File: src/rtl/mem_access_unit.sv
// Memory-stage load/store unit: runs the data-memory req/ack handshake, aligns
// byte lanes, splits misaligned accesses into two word transactions and extends loads.
module mem_access_unit #(
    parameter int unsigned ADDR_W = 32
) (
    input  logic              clk,
    input  logic              reset,
    input  logic [1:0]        ByteAccessM,
    input  logic [2:0]        ByteSrcM,
    input  logic              MemWriteM,
    input  logic              MemReadM,
    input  logic [ADDR_W-1:0] ALUResultM,
    input  logic [31:0]       WriteDataM,
    output logic [31:0]       ReadDataM,
    output logic              StallM,
    output logic              dmem_req,
    output logic              dmem_we,
    output logic [ADDR_W-3:0] dmem_addr,
    output logic [3:0]        dmem_be,
    output logic [31:0]       dmem_wdata,
    input  logic              dmem_ack,
    input  logic [31:0]       dmem_rdata
);

    localparam int unsigned WA_W = ADDR_W - 2;

    typedef enum logic [1:0] {
        IDLE   = 2'd0,
        REQ_LO = 2'd1,
        REQ_HI = 2'd2,
        DONE   = 2'd3
    } state_t;

    state_t      state;
    logic [2:0]  size_q;
    logic [1:0]  off_q;
    logic        zext_q;
    logic        misal_q;
    logic [3:0]  be_hi_q;
    logic [31:0] wdata_hi_q;
    logic [31:0] lo_word_q;

    logic        access_c;
    logic [1:0]  off_c;
    logic [2:0]  size_c;
    logic [7:0]  mask_c;
    logic [7:0]  be_img_c;
    logic [63:0] wimg_c;
    logic        misal_c;
    logic [31:0] ld_lo_c;
    logic [31:0] ld_hi_c;
    logic [31:0] ld_word_c;
    logic [31:0] ld_result_c;
    logic        unused_bytesrc;

    // Only bit 2 of ByteSrcM selects the extension; the low bits carry no meaning here.
    assign unused_bytesrc = ^ByteSrcM[1:0];

    assign access_c = MemWriteM | MemReadM;
    assign off_c    = ALUResultM[1:0];

    // Access size decode; the reserved encoding behaves as a word.
    always_comb begin
        size_c = 3'd4;
        mask_c = 8'h0F;
        case (ByteAccessM)
            2'b00: begin
                size_c = 3'd1;
                mask_c = 8'h01;
            end
            2'b01: begin
                size_c = 3'd2;
                mask_c = 8'h03;
            end
            default: begin
                size_c = 3'd4;
                mask_c = 8'h0F;
            end
        endcase
    end

    // Two-word lane images: low halves go to word A, high halves to word A+1.
    assign be_img_c = mask_c << off_c;
    assign wimg_c   = {32'h0, WriteDataM} << {off_c, 3'b000};
    assign misal_c  = (3'(off_c) + size_c) > 3'd4;

    // Load image is assembled from the incoming word plus the captured low word.
    assign ld_lo_c   = (state == REQ_HI) ? lo_word_q : dmem_rdata;
    assign ld_hi_c   = (state == REQ_HI) ? dmem_rdata : 32'h0;
    assign ld_word_c = 32'({ld_hi_c, ld_lo_c} >> {off_q, 3'b000});

    always_comb begin
        ld_result_c = ld_word_c;
        case (size_q)
            3'd1: ld_result_c = zext_q ? {24'h0, ld_word_c[7:0]}
                                       : {{24{ld_word_c[7]}}, ld_word_c[7:0]};
            3'd2: ld_result_c = zext_q ? {16'h0, ld_word_c[15:0]}
                                       : {{16{ld_word_c[15]}}, ld_word_c[15:0]};
            default: ld_result_c = ld_word_c;
        endcase
    end

    // Stall covers the launch cycle and both request phases; DONE lets the pipe advance.
    assign StallM = ~reset & (((state == IDLE) & access_c) |
                              (state == REQ_LO) | (state == REQ_HI));

    always_ff @(posedge clk or posedge reset) begin
        if (reset) begin
            state      <= IDLE;
            dmem_req   <= 1'b0;
            dmem_we    <= 1'b0;
            dmem_addr  <= '0;
            dmem_be    <= 4'h0;
            dmem_wdata <= 32'h0;
            ReadDataM  <= 32'h0;
            size_q     <= 3'd0;
            off_q      <= 2'd0;
            zext_q     <= 1'b0;
            misal_q    <= 1'b0;
            be_hi_q    <= 4'h0;
            wdata_hi_q <= 32'h0;
            lo_word_q  <= 32'h0;
        end else begin
            case (state)
                IDLE: begin
                    if (access_c) begin
                        state      <= REQ_LO;
                        dmem_req   <= 1'b1;
                        dmem_we    <= MemWriteM;
                        dmem_addr  <= ALUResultM[ADDR_W-1:2];
                        dmem_be    <= be_img_c[3:0];
                        dmem_wdata <= MemWriteM ? wimg_c[31:0] : 32'h0;
                        be_hi_q    <= be_img_c[7:4];
                        wdata_hi_q <= MemWriteM ? wimg_c[63:32] : 32'h0;
                        size_q     <= size_c;
                        off_q      <= off_c;
                        zext_q     <= ByteSrcM[2];
                        misal_q    <= misal_c;
                    end
                end
                REQ_LO: begin
                    if (dmem_ack) begin
                        lo_word_q <= dmem_rdata;
                        if (misal_q) begin
                            state      <= REQ_HI;
                            dmem_addr  <= dmem_addr + WA_W'(1);
                            dmem_be    <= be_hi_q;
                            dmem_wdata <= wdata_hi_q;
                        end else begin
                            state    <= DONE;
                            dmem_req <= 1'b0;
                            if (!dmem_we) begin
                                ReadDataM <= ld_result_c;
                            end
                        end
                    end
                end
                REQ_HI: begin
                    if (dmem_ack) begin
                        state    <= DONE;
                        dmem_req <= 1'b0;
                        if (!dmem_we) begin
                            ReadDataM <= ld_result_c;
                        end
                    end
                end
                DONE: begin
                    state <= IDLE;
                end
                default: begin
                    state <= IDLE;
                end
            endcase
        end
    end

endmodule

File: config.mk
export PLATFORM = sky130hd
export DESIGN_NAME = mem_access_unit
export DESIGN_NICKNAME = d
export VERILOG_FILES = /design/src/rtl/mem_access_unit.sv
export SDC_FILE = /design/constraint.sdc
export NUM_CORES = 1
export LEC_CHECK = 0
export ABC_AREA = 1
export BUFFER_PORTS_ARGS = -buffer_cell sky130_fd_sc_hd__buf_2
export CAP_MARGIN = 5
export CORE_AREA = 10 10 147 149
export CTS_BUF_LIST = sky130_fd_sc_hd__clkbuf_8
export DETAILED_ROUTE_END_ITERATION = 7
export DIE_AREA = 0 0 157 159
export GPL_TIMING_DRIVEN = 0
export PLACE_DENSITY = 0.79
export SYNTH_ARGS = -nofsm -noshare
export SYNTH_HDL_FRONTEND = slang
export SYNTH_SLANG_ARGS = --single-unit
File: constraint.sdc
create_clock -name clk -period 6.42 [get_ports clk]
set_input_delay 0.321 -clock clk [delete_from_list [all_inputs] [get_ports clk]]
set_output_delay 0.321 -clock clk [all_outputs]
set_load 0.05 [all_outputs]
# == Word-level counts from Yosys, hierarchy flattened ==
# Cells that the tools add are included.
# classes
addsub,2
magnitude_cmp,1
n_eq_ne,11
shift,3
n_mux,36
n_bitwise,6
reduce_logical,11
# ops
op,n
32-bit 2-to-1 mux,13
32-bit one-hot mux with 2 select lines,3
30-bit 2-to-1 mux,3
32-bit by 5-bit left shift with 64-bit output,1
64-bit by 5-bit right shift with 32-bit output,1
30-bit one-hot mux with 2 select lines,1
30-bit by 1-bit adder with 30-bit output (second input constant),1
4-bit one-hot mux with 2 select lines,2
4-bit 2-to-1 mux,3
2-bit != test (second input constant),5
2-bit one-hot mux with 4 select lines,1
4-bit AND reduction,2
8-bit by 2-bit left shift with 8-bit output,1
2-bit 2-to-1 mux,3
3-bit one-hot mux with 2 select lines,1
1-bit 2-to-1 mux,5
5-bit AND reduction,1
2-bit by 1-bit == test with 1-bit output (second input constant),2
2-bit == test (second input constant),2
2-bit logical NOT,2
2-bit AND reduction,2
2-bit nonzero test,2
2-bit by 3-bit adder with 3-bit output,1
3-bit by 1-bit == test with 1-bit output (second input constant),1
8 further kinds,11
# totals
reg_bits,177
inputBits,106
output_inout_bits,101
elab_cells,84

# == Logic depth before layout (Yosys ltp) ==
# logic_depth
depth_word,9
depth_mapped,14
mapped_depth_nobuf,12

# == Worst setup path before layout ==
# Ideal clock, no wire load.
# synth_timing
path_type,flip-flop to output port
from,register state[0]
to,output port StallM
t_arrival_ps,2056
setup_slack_ps,4043
path_stages_with_launch,8
path_buffers,1
cell_sequence,dfrtp_1 -> inv_1 -> ha_1 -> inv_1 -> a21oi_1 -> inv_1 -> clkbuf_1 -> a31oi_1
# synth_via
elab_chain_cells,5
elab_cells_between_ends,7
cone_classes,2 x eq/ne; 4 x bitwise; 1 x reduce/logical
# synth_lines
element,line_no,source
"start, declared",34,state_t state;
"start signal, assigned",109,state <= IDLE;
"start signal, assigned",127,state <= REQ_LO;
"start signal, assigned",145,state <= REQ_HI;
2-bit logical NOT,104,assign StallM = ~reset & (((state == IDLE) & access_c) |
1-bit bitwise AND,104,
1-bit OR,104,
1-bit OR (*),105,(state == REQ_LO) | (state == REQ_HI));
1-bit bitwise AND (*),104,
"end, declared",15,"output logic StallM,"
# Every way passes the cells marked *; elsewhere a longest branch is shown, timed or not.

# == Final worst setup path ==
# layout_timing
from,register state[1]
to,output port StallM
# Same word-level chain as after synthesis.

==> metrics.cfg <==
[final_layout]
diodes=0
finalNonFillerCells=1911
final_cell_area_um2=11900
nFillCells=1722
area_growth_syn_to_layout_pct=17.6
final_nets=1778
drive_above_1_share_pct=19.4

[job]
drv_cap=0

[cts]
cts_root_buffer=clkbuf_8
clock_latency_ps=490
tritoncts=done
clockBufferDepth=2
htree_levels=4
post_cts_buffers=0
clock_sinks=168
clk_pin_slew_worst_paths_ps=100
cts_inserted_buffers=17

[global_route]
gr-total-overflow=0
antenna_found_initial=0
grt_pass1_wl_mm=56.4
groute.usage.overall_pct=28.3
grt_pass1_vias=10800
grt_max_degree=127

[placed_design]
port_buffers=203
place_area_um2=11400
dpl.hpwl_mm=27.3
placed_cells=1878
globalplace.congestion=1.01

[yosys]
async_flop_share_pct=100
synth_sequential_area_ratio_pct=41.7
ys.warnings.count=0
netlist_instances=1440
yosys.area.top_type=dfrtp_1
synth.ff_latch_count=168
synth-main-ff-cell=dfrtp_1
syn_nets=1554
netlist.area_leader.share_pct=41.7
ys_types=42
syn_area_um2=10100
syn_area_per_cell_um2=7.01
synthTopCellsByArea=dfrtp_1 42%, nand2_1 17%, nand3_1 7.7%
synth-edff-count=0

[detailed_routing]
drt_iter0_drc=1158
dr.pass1.iters=7
vias=11000
routed_via_density=5.75
postRouteAntennaNets=0
post_drt_wl_per_cell_um=18.9
drt_wl_total_mm=36.1
post-route-drc-count=0

[floorplanning]
floorplan.initialDensity_pct=54.3
die_w_um=157
fp-row-count=50
dieArea_um2=25000
boundaryPins=207
coreArea_um2=18600
fp.dieH_um=159

[power]
max-vdd-ir-drop_mv=0.426
power.leakage_nw=6.01
power_density_nw_per_um2=604
power_mw=7.17

[setup_path]
cp-end-kind=output port
worstSetupPathType=reg2out
startpoint_type=register
critPathMaxFanout=10
r2r_end=ReadDataM[26]
worst-path-buf-inv=5
crit_top_cell=buf_2
r2r_setup_slack_ps=4140
cp.required_ps=6100
critPathArrivalTime_ps=2670
cp_cell_sequence=inv_1 > ha_1 > buf_2 > clkinv_1 > clkbuf_1 > a31oi_1 > buf_2
worstReg2RegStart=state[0]
r2r_cells=10
cpMaxStageDelayCell=dfrtp_1
max_stage_delay_ps=430
critical-path-top-delay-family=buffers and inverters

[sta]
slew_headroom_pct=47.2
slew_viol_final=0
clock.fmax_ghz=0.334
hold_slack_ps=66.7
period_minus_slack_ps=2990
finalCritPeriodShare_pct=46.6
tightest_slew_ps=792
finClkSkew_ps=14.0
rsz0062_at_grt=false
final.setup.tns_ps=0
setup_viol=0
finalHoldViolCount=0

[min_path]
hold_path.class=in2reg
hold_path_end=zext_q
min_from=ByteSrcM[2]
holdPathStages=3

[run_status]
run_status=complete, no violations

placed cells by master, fill, tap and decap left out, drive strengths merged, types with 9 or more instances in the layout:
cell,instances
nand3,156
o211ai,21
a21oi,44
dfrtp,168
nand2,471
or2,9
nor2,157
clkbuf,52
o21ai,141
mux2,21
inv,105
buf,253
metal layers:
layer / share of wire [%] / track usage, % / vias to the layer above
met5: 0 / 0 / -
met4: 5.3 / 15.6 / 0
met3: 9.4 / 6.75 / 124
met2: 46 / 44.6 / 636
met1: 39 / 35.0 / 5097
li1: - / - / 5136
final cells by class:
class,count,area [µm²],share of cell area (%)
Multi-Input combinational cell,1085,5100,43.0
Sequential cell,168,4200,35.4
Timing Repair Buffer,205,1050,8.88
Inverter,104,400,3.37
Buffer,83,395,3.33
Tap cell,234,293,2.47
Clock buffer,18,248,2.09
Clock inverter,14,174,1.47
stage by stage:
| stage | util, % | setup WS [ps] |
|---|---|---|
| 6_report | 63.9 | 3430 |
| 3_3_place_gp | 61.4 | -523 |
| 2_1_floorplan | - | 1550 |
| 5_1_grt | 63.9 | 3290 |
| 3_5_place_dp | 61.5 | 3990 |
| 4_1_cts | 63.9 | 3460 |
cell usage after synthesis, types with 2 or more instances:
| master | count |
|---|---|
| a21oi_1 | 44 |
| a22o_1 | 3 |
| a2bb2oi_1 | 5 |
| a31oi_1 | 5 |
| buf_1 | 4 |
| buf_2 | 40 |
| buf_6 | 4 |
| clkbuf_1 | 34 |
| clkinv_1 | 3 |
| dfrtp_1 | 168 |
| ha_1 | 7 |
| inv_1 | 96 |
| inv_2 | 4 |
| mux2_2 | 21 |
| mux2i_1 | 3 |
| nand2_1 | 466 |
| nand2_2 | 3 |
| nand2_4 | 2 |
| nand3_1 | 155 |
| nand3b_1 | 7 |
| nand4_1 | 3 |
| nor2_1 | 155 |
| nor3_1 | 3 |
| o211ai_1 | 21 |
| o21a_1 | 2 |
| o21ai_0 | 128 |
| o21ai_1 | 13 |
| o21bai_1 | 3 |
| o221ai_1 | 3 |
| o22ai_1 | 7 |
| o31ai_1 | 7 |
| or2_2 | 9 |
| xor2_1 | 3 |
cell families after synthesis:
group | count (synthesis) | share of synthesized area, %
and+or+nand+nor | 807 | 33.1
AOI/OAI and AO/OA | 243 | 13.5
buffers and inverters | 187 | 7.81
DFF | 168 | 41.7
muxes | 24 | 2.64
adders and majority gates | 8 | 1.07
xor gates and xnor gates | 3 | 0.260
how the worst max path moves through the flow:
| stage | startpoint | to | slack, ps | cells after the start |
|---|---|---|---|---|
| after floorplan | reset | ReadDataM[0] | 1550 | 1 |
| after global placement | reset | ReadDataM[1] | -520 | 2 |
| after detailed placement | state[1] | StallM | 3990 | 7 |
| after CTS | state[1] | StallM | 3460 | 7 |
| after global routing | state[1] | StallM | 3290 | 7 |
| final | state[1] | StallM | 3430 | 7 |
flip-flops by register name, summed over array words and instances (netlist names), 3 cells and up:
name	flops
dmem_wdata	32
dmem_addr	30
dmem_be	4
size_q	3
ReadDataM	32
lo_word_q	32
be_hi_q	3
wdata_hi_q	24
timing repair:
action	CTS	global route
hold endpoints to repair	42	0
resized for setup	0	0
hold buffers	1	0
worst register-to-register path: stages (launching register included):
cell and delay, ps:
dfrtp_1 430, inv_1 120, ha_1 220, buf_6 140
inv_2 60, nor2_1 70, nor4_4 370, buf_2 310
o21ai_0 240, nor2_1 160, nor2_1 50
power breakdown:
part           leakage (nW)  internal [mW]  switching [mW]
logic                  3.73           1.19            3.23
registers              2.07           1.55           0.360
clock network         0.212          0.399           0.436
No activity file was read; power rests on OpenSTA's default activity.
